**src/rtl/multicycle_controller.sv**
```systemverilog
// Control FSM for the multicycle MIPS datapath: sequences one shared memory
// and one ALU over 3-5 cycles per instruction, with embedded ALU decode.
module multicycle_controller #(
  parameter int STATE_W = 4
) (
  input  logic               clk,
  input  logic               reset,
  input  logic [31:0]        Instr,
  input  logic               Zero,
  output logic               PCEn,
  output logic               IorD,
  output logic               MemWrite,
  output logic               IRWrite,
  output logic               RegDst,
  output logic               MemtoReg,
  output logic               RegWrite,
  output logic               ALUSrcA,
  output logic [1:0]         ALUSrcB,
  output logic [2:0]         ALUControl,
  output logic [1:0]         PCSrc,
  output logic               Illegal,
  output logic [STATE_W-1:0] State
);

  typedef enum logic [STATE_W-1:0] {
    FETCH   = STATE_W'(0),
    DECODE  = STATE_W'(1),
    MEMADR  = STATE_W'(2),
    MEMRD   = STATE_W'(3),
    MEMWB   = STATE_W'(4),
    MEMWR   = STATE_W'(5),
    EXECUTE = STATE_W'(6),
    ALUWB   = STATE_W'(7),
    BRANCH  = STATE_W'(8),
    ADDIEX  = STATE_W'(9),
    ADDIWB  = STATE_W'(10),
    JUMP    = STATE_W'(11)
  } state_t;

  localparam logic [5:0] OP_RTYPE = 6'b000000;
  localparam logic [5:0] OP_LW    = 6'b100011;
  localparam logic [5:0] OP_SW    = 6'b101011;
  localparam logic [5:0] OP_BEQ   = 6'b000100;
  localparam logic [5:0] OP_ADDI  = 6'b001000;
  localparam logic [5:0] OP_J     = 6'b000010;

  localparam logic [2:0] ALU_ADD = 3'b010;
  localparam logic [2:0] ALU_SUB = 3'b110;
  localparam logic [2:0] ALU_AND = 3'b000;
  localparam logic [2:0] ALU_OR  = 3'b001;
  localparam logic [2:0] ALU_SLT = 3'b111;

  state_t     state_reg, state_next;
  logic       pc_write, branch, mem_write, ir_write, reg_write;
  logic [5:0] opcode, funct;
  logic       unused_bits;

  assign opcode      = Instr[31:26];
  assign funct       = Instr[5:0];
  assign unused_bits = ^Instr[25:6];

  always_ff @(posedge clk) begin
    if (reset) state_reg <= FETCH;
    else       state_reg <= state_next;
  end

  always_comb begin
    state_next = FETCH;
    pc_write   = 1'b0;
    branch     = 1'b0;
    mem_write  = 1'b0;
    ir_write   = 1'b0;
    reg_write  = 1'b0;
    IorD       = 1'b0;
    RegDst     = 1'b0;
    MemtoReg   = 1'b0;
    ALUSrcA    = 1'b0;
    ALUSrcB    = 2'b00;
    ALUControl = 3'b000;
    PCSrc      = 2'b00;
    Illegal    = 1'b0;
    case (state_reg)
      FETCH: begin
        ir_write   = 1'b1;
        pc_write   = 1'b1;
        ALUSrcB    = 2'b01;
        ALUControl = ALU_ADD;
        state_next = DECODE;
      end
      DECODE: begin
        // Branch target is precomputed here so BRANCH can use ALUOut.
        ALUSrcB    = 2'b11;
        ALUControl = ALU_ADD;
        case (opcode)
          OP_LW, OP_SW: state_next = MEMADR;
          OP_RTYPE:     state_next = EXECUTE;
          OP_BEQ:       state_next = BRANCH;
          OP_ADDI:      state_next = ADDIEX;
          OP_J:         state_next = JUMP;
          default: begin
            Illegal    = 1'b1;
            state_next = FETCH;
          end
        endcase
      end
      MEMADR: begin
        ALUSrcA    = 1'b1;
        ALUSrcB    = 2'b10;
        ALUControl = ALU_ADD;
        state_next = (opcode == OP_LW) ? MEMRD : MEMWR;
      end
      MEMRD: begin
        IorD       = 1'b1;
        state_next = MEMWB;
      end
      MEMWB: begin
        MemtoReg   = 1'b1;
        reg_write  = 1'b1;
      end
      MEMWR: begin
        IorD       = 1'b1;
        mem_write  = 1'b1;
      end
      EXECUTE: begin
        ALUSrcA    = 1'b1;
        case (funct)
          6'b100010: ALUControl = ALU_SUB;
          6'b100100: ALUControl = ALU_AND;
          6'b100101: ALUControl = ALU_OR;
          6'b101010: ALUControl = ALU_SLT;
          default:   ALUControl = ALU_ADD;
        endcase
        state_next = ALUWB;
      end
      ALUWB: begin
        RegDst     = 1'b1;
        reg_write  = 1'b1;
      end
      BRANCH: begin
        ALUSrcA    = 1'b1;
        ALUControl = ALU_SUB;
        PCSrc      = 2'b01;
        branch     = 1'b1;
      end
      ADDIEX: begin
        ALUSrcA    = 1'b1;
        ALUSrcB    = 2'b10;
        ALUControl = ALU_ADD;
        state_next = ADDIWB;
      end
      ADDIWB: begin
        reg_write  = 1'b1;
      end
      JUMP: begin
        PCSrc      = 2'b10;
        pc_write   = 1'b1;
      end
      default: state_next = FETCH;
    endcase
  end

  // Reset masks every state-changing strobe so an aborted instruction writes nothing.
  assign PCEn     = ~reset & (pc_write | (branch & Zero));
  assign IRWrite  = ~reset & ir_write;
  assign RegWrite = ~reset & reg_write;
  assign MemWrite = ~reset & mem_write;
  assign State    = state_reg;

endmodule

```
**config.mk**
```make
export PLATFORM = sky130hd
export DESIGN_NAME = multicycle_controller
export DESIGN_NICKNAME = d
export VERILOG_FILES = /design/src/rtl/multicycle_controller.sv
export SDC_FILE = /design/constraint.sdc
export NUM_CORES = 1
export LEC_CHECK = 0
export BUFFER_PORTS_ARGS = -buffer_cell sky130_fd_sc_hd__buf_2
export CAP_MARGIN = 20
export CORE_MARGIN = 5
export CORE_UTILIZATION = 30
export DETAILED_ROUTE_END_ITERATION = 8
export PLACE_DENSITY = 0.67
export REMOVE_ABC_BUFFERS = 1
export SYNTH_ARGS = -nofsm -noshare
export SYNTH_HDL_FRONTEND = slang
export SYNTH_SLANG_ARGS = --single-unit
```
**constraint.sdc**
```tcl
create_clock -name clk -period 2.8 [get_ports clk]
set_input_delay 0.14 -clock clk [delete_from_list [all_inputs] [get_ports clk]]
set_output_delay 0.14 -clock clk [all_outputs]
set_load 0.1 [all_outputs]
```
Word-level counts from Yosys, hierarchy flattened. Index checks and enable logic that the tools add are counted.

$lt $le $gt $ge: 0. Bitwise gates (word level): 7. Multiplexer cells: 18. Div/mod/pow operators: 0. Reductions and logical operators: 10. Eq/ne operators: 20. Multiply operators: 0. Add/sub/neg operators: 0. Shifts and indexed selects: 0.

Operators by type and width (number): $eq A6 B6 Y1 const B (6); $pmux W4 S6 (1); $pmux W4 S5 (1); $eq A4 B3 Y1 const B (4); $eq A4 B4 Y1 const B (4); $pmux W3 S4 (1); $mux W1 (11); $pmux W3 S3 (1); $eq A4 B2 Y1 const B (2); $reduce_or A2 Y1 (4); $reduce_or A4 Y1 (2); $eq A6 B2 Y1 const B (1); $eq A6 B3 Y1 const B (1); $eq A6 B4 Y1 const B (1); $logic_not A6 Y1 (1); $pmux W2 S3 (1); $reduce_or A6 Y1 (1); $and A1 B1 Y1 (5); $eq A4 B1 Y1 const B (1); $logic_not A4 Y1 (1); $pmux W2 S2 (1); $mux W3 (1); $reduce_or A3 Y1 (1); $not A1 Y1 (1); $or A1 B1 Y1 (1).

Bits in read-only memories: 0. Output and inout port bits: 20. Input bits: 35. Flip-flop bits (word level): 4. Word-level logic and storage cells: 56. Bits in writable memories: 0. Bits in latches: 0. Memories: 0.

Logic depth before layout (Yosys ltp). Gate-level depths: netlist of run 1.

Depth after elaboration: 5. Gate-level depth with buffers: 5. Mapped depth without buffers: 4.

Least setup slack after synthesis of run 1. No wires, ideal clock.

Kind: register to output. Start: register state_reg[0] (netlist: State[0]). End: output IRWrite. Path slack: -1.552 ns. Stages on the path, launching flop included: 4. Data required time: 2.660 ns. Buffers on the path: 1. Data arrival time: 4.212 ns. Cells stage by stage: dfxtp_1 buf_2 nor2_1 nor4b_1.

Cells in the longest elaborated chain, start to end: 3.

Ends and longest elaborated chain: start, declared (line 53) `state_t state_reg, state_next;`; start signal, assigned (line 64) `else state_reg <= state_next;`; $logic_not A4 Y1 (line 82) `case (state_reg)`; $mux W1 (line 82); $and A1 B1 Y1 (line 164) `assign IRWrite = ~reset & ir_write;`; end, declared (line 13) `output logic IRWrite,`.

No other way between the ends.

Final worst setup path of run 1.
Start: register state_reg[1] (netlist: State[1]). End: output ALUSrcB[1].

Cells in the longest elaborated chain, start to end: 3. Elaborated cells between the ends (all ways): 6. Those cells by class: 3 x eq/ne; 1 x mux; 2 x reduce/logical.

Ends and longest elaborated chain: $eq A4 B4 Y1 or $eq A4 B2 Y1 (tied branches) (line 82); $reduce_or A2 Y1 (no source line); $pmux W2 S3 * (line 82); end, declared (line 18) `output logic [1:0] ALUSrcB,`.

Mark *: on every way between the ends. The rest lies on a longest branch, timed or not.

==> results.tsv, run 1 <==
stage	metric	value	unit
run_status	status	completed	
drt	viasPerCell	5.33	
global_routing	antenna_found_initial	0	
global_routing	gr-usage-all-layers	0.114	
worst_setup_path	required	2660	ps
hold_path	hp-class	input port to flip-flop	
sta	max_freq	0.458	GHz
drt	first_pass_iters	4	
worst_setup_path	worst_r2r_path_depth	4	
worst_setup_path	worstPathCellList	nand2b_1 > nor2_1 > inv_1 > a21oi_1 > buf_2	
power_and_ir_drop	leakage	0.000327	uW
floorplan	die_y	51.7	um
yosys	ys_ff_latch	4	
sta	maxSlewViolCount	0	
yosys	ys_async_sr_fraction	0	
clock_tree	ctsHoldBuffers	0	
cells_and_area	drive_above_1_share	0.354	
floorplan	ioPinCount	55	
yosys	synth_edf_count	0	
sta	fin_worst_skew	4.51	ps
clock_tree	tritoncts	yes	
cells_and_area	num-nets-final	150	
worst_setup_path	crit_type	flip-flop to output pin	
drt	route.detailed.drc	0	
yosys	synth_cell_types	30	
drt	num_vias	693	
yosys	synth_ff_type	dfxtp_1	
yosys	ys_warn_count	0	
worst_setup_path	cp-start-kind	flip-flop	
drt	antenna_left	0	
sta	final_hold_viol_count	0	
place	gp_congestion	0.794	
cells_and_area	largest_reg_flops	4	
place	dpl.cell_count	127	
yosys	netlist_instances	81	
yosys	syn-mean-instance-area	6.43	um^2
cells_and_area	fill_cells	183	
cells_and_area	antenna_cells	0	
place	io_buffers	34	
worst_setup_path	timing.rr.end	State[1]	
floorplan	core	1690	um^2
global_routing	grt_max_degree	20	
power_and_ir_drop	power-per-cell-area	344	nW/um^2
floorplan	initial_utilization	0.308	
drt	wirelength	1.52	mm
worst_setup_path	slowest_delay	720	ps
clock_tree	postCtsResizedCells	0	
clock_tree	cts_buffers	3	
worst_setup_path	endpoint	ALUSrcB[1]	
global_routing	grt_pass1_wl	2.41	mm
floorplan	die_x	51.7	um
worst_setup_path	reg2reg_slack	1240	ps
worst_setup_path	crit_start	State[1]	
place	hpwl	1.20	mm
worst_setup_path	crit_path_max_fanout	19	
clock_tree	cts.sinks	4	
sta	rsz0062_at_grt	no	
yosys	syn-cell-area	520	um^2
sta	tightest_slew	641	ps
yosys	synth_top_family_by_area	simple AND/OR/NAND/NOR gates	
cells_and_area	final_cells	130	
sta	finalSetupViolCount	0	
cells_and_area	final_core_util	0.419	
drt	route.detailed.wl_per_inst	11.7	um
worst_setup_path	cp-end-kind	output pin	
hold_path	hold_start	reset	
yosys	synthMuxAreaShare	0.0192	
sta	fin_crit_sh	0.779	
clock_tree	clk_pin_slew_worst_paths	40	ps
clock_tree	postCtsSetupBuffers	0	
worst_setup_path	slowest_stage	dfxtp_1	
sta	whs	175	ps
power_and_ir_drop	vdd_drop_max	0.000130	V
global_routing	grt_pass1_vias	577	
clock_tree	cts_root_buffer	clkbuf_4	
clock_tree	clockBufferDepth	2	
sta	relSlewSlack	0.572	
cells_and_area	area_delta_synth_final	36.1	%
floorplan	row_count	15	
global_routing	grt-ovfl-total	0	
floorplan	die_area	2670	um^2
yosys	ys_seq_area_frac	0.154	
yosys	synth_compound_area_frac	0.291	
job	cap_violations	0	
clock_tree	htreeDepth	1	
yosys	synthSimpleGateAreaFrac	0.399	
clock_tree	clk_latency	230	ps
worst_setup_path	r2r-start	State[1]	
worst_setup_path	cp.arrival	2040	ps
yosys	synthAdderAreaFrac	0	
drt	drtIter0Drc	12	
sta	fin_crit	2180	ps
yosys	synth_xor_area_frac	0.0505	
-- cells in the mapped netlist, drive strengths merged (2+ instances only) --
cell    instances  area [um^2]
a211oi          3         22.5
a21oi           8         40.0
a31oi           2         12.5
and3            2         12.5
buf             4         22.5
dfxtp           4         80.1
inv             5         18.8
nand2           3         11.3
nand2b          4         32.5
nand3           3         15.0
nor2           11         41.3
nor3           12         60.1
o21ai           4         20.0
xor2            2         17.5
-- area by class of cell --
type | instances | area (um^2) | area share
Multi-Input combinational cell | 67 | 395 | 0.558
Clock buffer | 3 | 22.5 | 0.0318
Timing Repair Buffer | 34 | 170 | 0.240
Inverter | 5 | 18.8 | 0.0265
Sequential cell | 4 | 80.1 | 0.113
Tap cell | 17 | 21.3 | 0.0300
-- cell usage in the layout, fill, tap and decap left out, drive strengths merged, types with 2 or more instances in the layout --
master / count
buf: 34
nor3: 12
nor2: 11
a21oi: 8
inv: 5
dfxtp: 4
o21ai: 4
nand2b: 4
nand2: 3
a211oi: 3
nand3: 3
clkbuf: 3
and3: 2
a31oi: 2
xor2: 2
-- cell families after synthesis --
group | count (synthesis)
AOI/OAI and AO/OA | 23
xor gates and xnor gates | 3
buffers and inverters | 10
DFF | 4
muxes | 1
and+or+nand+nor | 40
-- metrics by stage --
step / setup slack (ps) / setup TNS, ps / instance area, um^2 / power [uW]
final: 618 / 0 / 708 / 244
after global routing: 502 / 0 / 708 / 257
after CTS: 636 / 0 / 708 / 247
after detailed placement: 893 / 0 / 686 / 175
after global placement: 899 / 0 / 686 / 174
after floorplan: -1580 / -11240 / 494 / 147
-- report_power, final --
| group | internal, uW | switching (uW) |
|---|---|---|
| Sequential | 59.0 | 6.28 |
| Clock | 47.8 | 21.8 |
| Combinational | 25.0 | 83.8 |
| Total | 132 | 112 |
-- critical path, delay by kind of cell, from the launching register on --
family	cells	cell delay, ps
compound gates	1	130
buf+inv	2	530
flops	1	720
simple gates	2	430
-- how the worst min path moves through the flow --
| stage | cells past startpoint | slack [ps] | end |
|---|---|---|---|
| finish | 2 | 180 | State[1] |
| global route | 2 | 190 | State[3] |
| CTS | 2 | 170 | State[1] |
| detailed placement | 2 | 420 | State[1] |
| global placement | 2 | 420 | State[3] |
| floorplan | 1 | 220 | State[1] |
-- per-layer routing --
metal	wire length, um	global-route usage	part of all wire	vias up
met4	0	0.0524	0	0
met3	87	0.0143	0.057	0
li1	-	-	-	362
met2	736	0.195	0.49	22
met5	0	0	0	-
met1	692	0.140	0.46	309
(Power assumes the default switching activity.)
==> run 2, diff against run 1 <==
PLACE_DENSITY = 0.7   (was 0.67)
clock period = 1.9 ns   (was 2.8 ns; I/O delays follow)
==> run 2 against run 1 <==
Utilization up 7.3 points. Hold slack worse by 34 ps. Critical path depth unchanged. Register-to-register slack worse by 740 ps. First-iteration DRC count up 75%. Sequential share of layout area down 1.4 points. Routed wire length up 10%. Critical path type unchanged. Largest power group unchanged. Highest routed layer unchanged.
==> results.tsv, run 2 (synthesized netlist as in run 1, its figures left out) <==
stage	metric	value	unit	change
run_status	status	completed		
sta	fin_crit_sh	0.914		
floorplan	ioPinCount	55		unchanged
cells_and_area	num-nets-final	152		+1.3%
sta	setup_ws	163	ps	-456 ps
cells_and_area	most-common-layout-cells	buf_2, nor3_1, nor2_1		
clock_tree	cts.sinks	4		unchanged
worst_setup_path	cp-end-kind	output pin		
global_routing	antenna_found_initial	0		unchanged
worst_setup_path	reg2reg_slack	500	ps	-740 ps
global_routing	grt_pass1_vias	615		+6.6%
hold_path	hold_start	reset		
power_and_ir_drop	power-per-cell-area	464	nW/um^2	+35%
worst_setup_path	cp-start-kind	flip-flop		
worst_setup_path	required	1800	ps	-860 ps
clock_tree	ctsHoldBuffers	0		unchanged
worst_setup_path	crit_family	flip-flops		
worst_setup_path	path_buf_inv	1		-1
hold_path	min_to	State[1]		
floorplan	row_count	15		unchanged
drt	wirelength	1.67	mm	+10%
global_routing	grt_pass1_wl	2.76	mm	+15%
floorplan	initial_utilization	0.308		unchanged
power_and_ir_drop	leakage	0.000362	uW	+11%
sta	tightest_slew	491	ps	-151 ps
clock_tree	clk_latency	230	ps	about the same
cells_and_area	drive_above_1_share	0.383		+0.0286
drt	num_vias	702		+1.3%
clock_tree	clk_pin_slew_worst_paths	40	ps	about the same
hold_path	hp-class	input port to flip-flop		
drt	route.detailed.drc	0		unchanged
drt	drtIter0Drc	21		+9
cells_and_area	largest_reg_flops	4		unchanged
drt	antenna_left	0		unchanged
clock_tree	tritoncts	yes		
drt	route.detailed.wl_per_inst	12.7	um	+8.5%
worst_setup_path	crit_path_max_fanout	13		-6
floorplan	die_y	51.7	um	unchanged
place	io_buffers	34		unchanged
sta	fin_worst_skew	2.76	ps	-1.75 ps
sta	final_hold_viol_count	0		unchanged
cells_and_area	area_delta_synth_final	59.6	%	
clock_tree	htreeDepth	1		unchanged
global_routing	grt_max_degree	14		-30%
place	gp_congestion	0.768		-3.3%
worst_setup_path	slowest_stage	dfxtp_1		
worst_setup_path	worstPathCellList	nand2b_1 > mux2i_1 > a21oi_1 > nor2_1 > buf_12		
cells_and_area	final_common_cell	buf_2		
floorplan	die_x	51.7	um	unchanged
clock_tree	cts_buffers	3		unchanged
cells_and_area	antenna_cells	0		unchanged
sta	fin_crit	1740	ps	
worst_setup_path	cp.arrival	1640	ps	-400 ps
place	hpwl	1.30	mm	+8.6%
sta	max_freq	0.576	GHz	
hold_path	whs_path_depth	2		unchanged
clock_tree	cts_root_buffer	clkbuf_4		
floorplan	core	1690	um^2	unchanged
cells_and_area	final_cells	132		+1.5%
global_routing	gr-usage-all-layers	0.132		+0.0186
clock_tree	postCtsSetupBuffers	0		unchanged
global_routing	grt-ovfl-total	0		unchanged
sta	rsz0062_at_grt	no		
worst_setup_path	crit_type	flip-flop to output pin		
clock_tree	clockBufferDepth	2		unchanged
sta	finalSetupViolCount	0		unchanged
sta	maxSlewViolCount	0		unchanged
power_and_ir_drop	vdd_drop_max	0.000298	V	+130%
job	cap_violations	0		unchanged
drt	viasPerCell	5.32		-0.24%
worst_setup_path	timing.rr.end	State[1]		
floorplan	die_area	2670	um^2	unchanged
worst_setup_path	slowest_delay	550	ps	-170 ps
place	dpl.cell_count	129		+1.6%
worst_setup_path	r2r-start	State[3]		
sta	relSlewSlack	0.675		+0.103
worst_setup_path	worst_r2r_path_depth	4		unchanged
place	dp_slack	375	ps	-518 ps
cells_and_area	fill_cells	159		-13%
drt	first_pass_iters	4		unchanged
==> run 2: cell types whose count changed in the layout (fill, tap and decap cells not counted) <==
cell / delta
buf_2: -7
buf_4: +2
dfxtp_1: -2
dfxtp_2: +2
buf_12: +7
==> run 2: worst reg2reg max path: stages (launching register included) <==
cell and delay [ps]:
dfxtp_1 550, nand2b_1 220, o22ai_1 230, a31oi_1 60, a211oi_1 240
==> run 2: power by group <==
group	switching, uW	total [uW]	internal, uW
sequential	8.96	96.3	87.3
clock	32.1	103	70.5
combinational	129	186	57.0
total	170	385	215
==> run 2: worst max path at each step <==
stage,end,depth (start not counted),slack [ps],from
4_1_cts,ALUSrcB[1],5,120,State[0]
6_report,RegWrite,5,160,State[3]
3_3_place_gp,ALUSrcB[1],5,400,State[0]
2_1_floorplan,RegWrite,4,-2430,State[2]
5_1_grt,PCSrc[0],3,20,State[3]
3_5_place_dp,ALUSrcB[1],5,370,State[0]
==> run 2: what timing repair did <==
action / 4_1_cts / 5_1_grt
gates resized for setup: 0 / 2
endpoints found under the setup margin: 0 / 1
hold endpoints to repair: 0 / 0
==> run 2: cell type report <==
| cell class | count | area [um^2] | area share |
|---|---|---|---|
| clock buffer | 3 | 22.5 | 0.0271 |
| tap | 17 | 21.3 | 0.0256 |
| inverter | 5 | 18.8 | 0.0226 |
| timing repair buffer | 36 | 290 | 0.349 |
| sequential | 4 | 82.6 | 0.0994 |
| multi-input combinational | 67 | 395 | 0.476 |
==> run 2: through the flow <==
stage | setup TNS, ps | cell area [um^2] | power [uW] | utilization | hold slack (ps)
3_5_place_dp | 0 | 806 | 284 | 0.477 | 386
4_1_cts | 0 | 828 | 392 | 0.490 | 137
5_1_grt | 0 | 831 | 410 | 0.492 | 134
6_report | 0 | 831 | 385 | 0.492 | 141
3_3_place_gp | 0 | 806 | 281 | 0.477 | 377
2_1_floorplan | -24690 | 494 | 217 | - | 173
==> run 2: routing by layer <==
| metal | global-route usage | up-vias | part of all wire |
|---|---|---|---|
| met2 | 0.220 | 23 | 0.49 |
| met5 | 0 | - | 0 |
| met3 | 0.0344 | 0 | 0.047 |
| met4 | 0.0262 | 0 | 0 |
| met1 | 0.172 | 313 | 0.47 |
| li1 | - | 366 | - |
==> run 3, diff against run 2 <==
BUFFER_PORTS_ARGS = -buffer_cell sky130_fd_sc_hd__clkbuf_2   (was -buffer_cell sky130_fd_sc_hd__buf_2)
==> run 3 against run 2 <==
First-iteration DRC count down 57%. Critical endpoint unchanged. Sequential share of layout area down 0.59 points. Sequential cell count unchanged. Die area did not move. Critical path type unchanged. Final cell count grew 0.76%. Utilization grew 3.1 points. Setup slack better by 20 ps. Sequential power fell by 0.6%. Fmax up 1.1%. Global-route usage grew 0.89 points.
==> results.tsv, run 3 (synthesized netlist as in run 1, its figures left out) <==
stage	metric	value	unit	change
run_status	status	completed		
power_and_ir_drop	power-per-cell-area	444	nW/um^2	-4.2%
worst_setup_path	r2r-start	State[1]		
global_routing	top_usage_layer	met2		
worst_setup_path	cp.arrival	1620	ps	-20 ps
job	cap_violations	0		unchanged
floorplan	ioPinCount	55		unchanged
global_routing	grt_pass1_vias	665		+8.1%
drt	route.detailed.wl_per_inst	13.0	um	+2.3%
worst_setup_path	required	1800	ps	about the same
floorplan	die_area	2670	um^2	unchanged
global_routing	grt_util_met3	0.0115		-0.0229
cells_and_area	multi_input_area	395	um^2	unchanged
drt	antenna_left	0		unchanged
clock_tree	cts_buffers	3		unchanged
sta	final_hold_viol_count	0		unchanged
cells_and_area	drive_above_1_share	0.388		+0.00532
cells_and_area	antenna_cells	0		unchanged
floorplan	core	1690	um^2	unchanged
worst_setup_path	crit_start	State[3]		
place	io_buffers	34		unchanged
place	hpwl	1.38	mm	+6.4%
sta	tightest_slew	548	ps	+57.1 ps
drt	wirelength	1.72	mm	+3.1%
clock_tree	htreeDepth	1		unchanged
drt	num_vias	726		+3.4%
power_and_ir_drop	vdd_drop_max	0.000202	V	-32%
clock_tree	cts.sinks	4		unchanged
place	placed_area	858	um^2	+6.5%
cells_and_area	seqCellArea	82.6	um^2	unchanged
place	gp_congestion	0.783		+1.9%
floorplan	initial_utilization	0.308		unchanged
hold_path	hp-class	input port to flip-flop		
place	dp_slack	327	ps	-47.5 ps
floorplan	die_y	51.7	um	unchanged
sta	fin_crit_sh	0.904		-0.0103
worst_setup_path	crit_path_max_fanout	13		unchanged
clock_tree	ctsHoldBuffers	0		unchanged
sta	fin_crit	1720	ps	-19.6 ps
cells_and_area	final_common_cell	clkbuf_2		
clock_tree	clockBufferDepth	2		unchanged
worst_setup_path	cp-end-kind	output pin		
floorplan	die_x	51.7	um	unchanged
hold_path	hold_start	reset		
sta	maxSlewViolCount	0		unchanged
global_routing	grt_pass1_wl	2.91	mm	+5.5%
global_routing	grt_max_degree	14		unchanged
sta	max_freq	0.582	GHz	+1.1%
drt	viasPerCell	5.46		+2.6%
drt	first_pass_iters	4		unchanged
global_routing	grt-ovfl-total	0		unchanged
power_and_ir_drop	leakage	0.000376	uW	+3.8%
sta	rsz0062_at_grt	no		
global_routing	met2_usage	0.244		+0.0233
drt	route.detailed.drc	0		unchanged
cells_and_area	largest_reg_flops	4		unchanged
clock_tree	tritoncts	yes		
worst_setup_path	crit_type	flip-flop to output pin		
worst_setup_path	cp-start-kind	flip-flop		
cells_and_area	area_delta_synth_final	69.7	%	
drt	drtIter0Drc	9		-57%
sta	setup_ws	183	ps	+19.6 ps
global_routing	gr-usage-all-layers	0.141		+0.00890
cells_and_area	post-route-cell-area	883	um^2	+6.3%
global_routing	grt_use_met1	0.171		-0.000297
clock_tree	clk_pin_slew_worst_paths	40	ps	about the same
clock_tree	cts_root_buffer	clkbuf_4		
global_routing	antenna_found_initial	0		unchanged
sta	finalSetupViolCount	0		unchanged
cells_and_area	num-nets-final	153		+0.66%
sta	relSlewSlack	0.636		-0.0388
floorplan	row_count	15		unchanged
cells_and_area	most-common-layout-cells	clkbuf_2, nor3_1, nor2_1		
clock_tree	clk_latency	240	ps	about the same
sta	fin_worst_skew	5.12	ps	+2.37 ps
cells_and_area	fill_cells	162		+1.9%
## run 3: cell type report
type | instances | share of cell area
Clock buffer | 3 | 0.0255
Inverter | 5 | 0.0212
Multi-Input combinational cell | 67 | 0.448
Sequential cell | 4 | 0.0935
Tap cell | 17 | 0.0241
Timing Repair Buffer | 37 | 0.388
## run 3: timing repair
action | in CTS | in global routing
setup buffers | 0 | 0
setup endpoints to repair | 0 | 2
gates resized for setup | 0 | 2
## run 3: critical path, stage by stage (launching register included)
cell	delay, ps
dfxtp_2	380
nand2b_1	270
nor2_1	270
a21oi_1	70
nor2_1	190
buf_12	200
## run 3: per-stage QoR
stage | utilization | cells | total power [uW] | TNS, ps | hold slack (ps)
final | 0.523 | 133 | 392 | 0 | 136
after global routing | 0.523 | 133 | 410 | 0 | 145
after CTS | 0.521 | 133 | 399 | 0 | 125
after detailed placement | 0.508 | 130 | 285 | 0 | 382
after global placement | 0.508 | 130 | 282 | 0 | 384
after floorplan | - | 76 | 217 | -24690 | 173
## run 3: metal layers
metal	wire length [um]	share of wire	vias to the layer above
met5	0	0	-
met4	26	0.015	0
met3	78	0.045	2
met2	882	0.51	25
met1	736	0.43	333
li1	-	-	366
## run 3: power by group
part / internal (uW) / switching (uW)
logic: 58.5 / 129
registers: 87.3 / 8.37
clock network: 70.9 / 37.8
total: 217 / 176
## run 3: path summary, 6_finish.rpt
kind,end,slack (ps),cells after the start
worst min register to register,State[0],570,1
worst max-delay path,RegWrite,180,5
worst max register to register,State[1],600,5
worst min-delay path,State[1],140,2
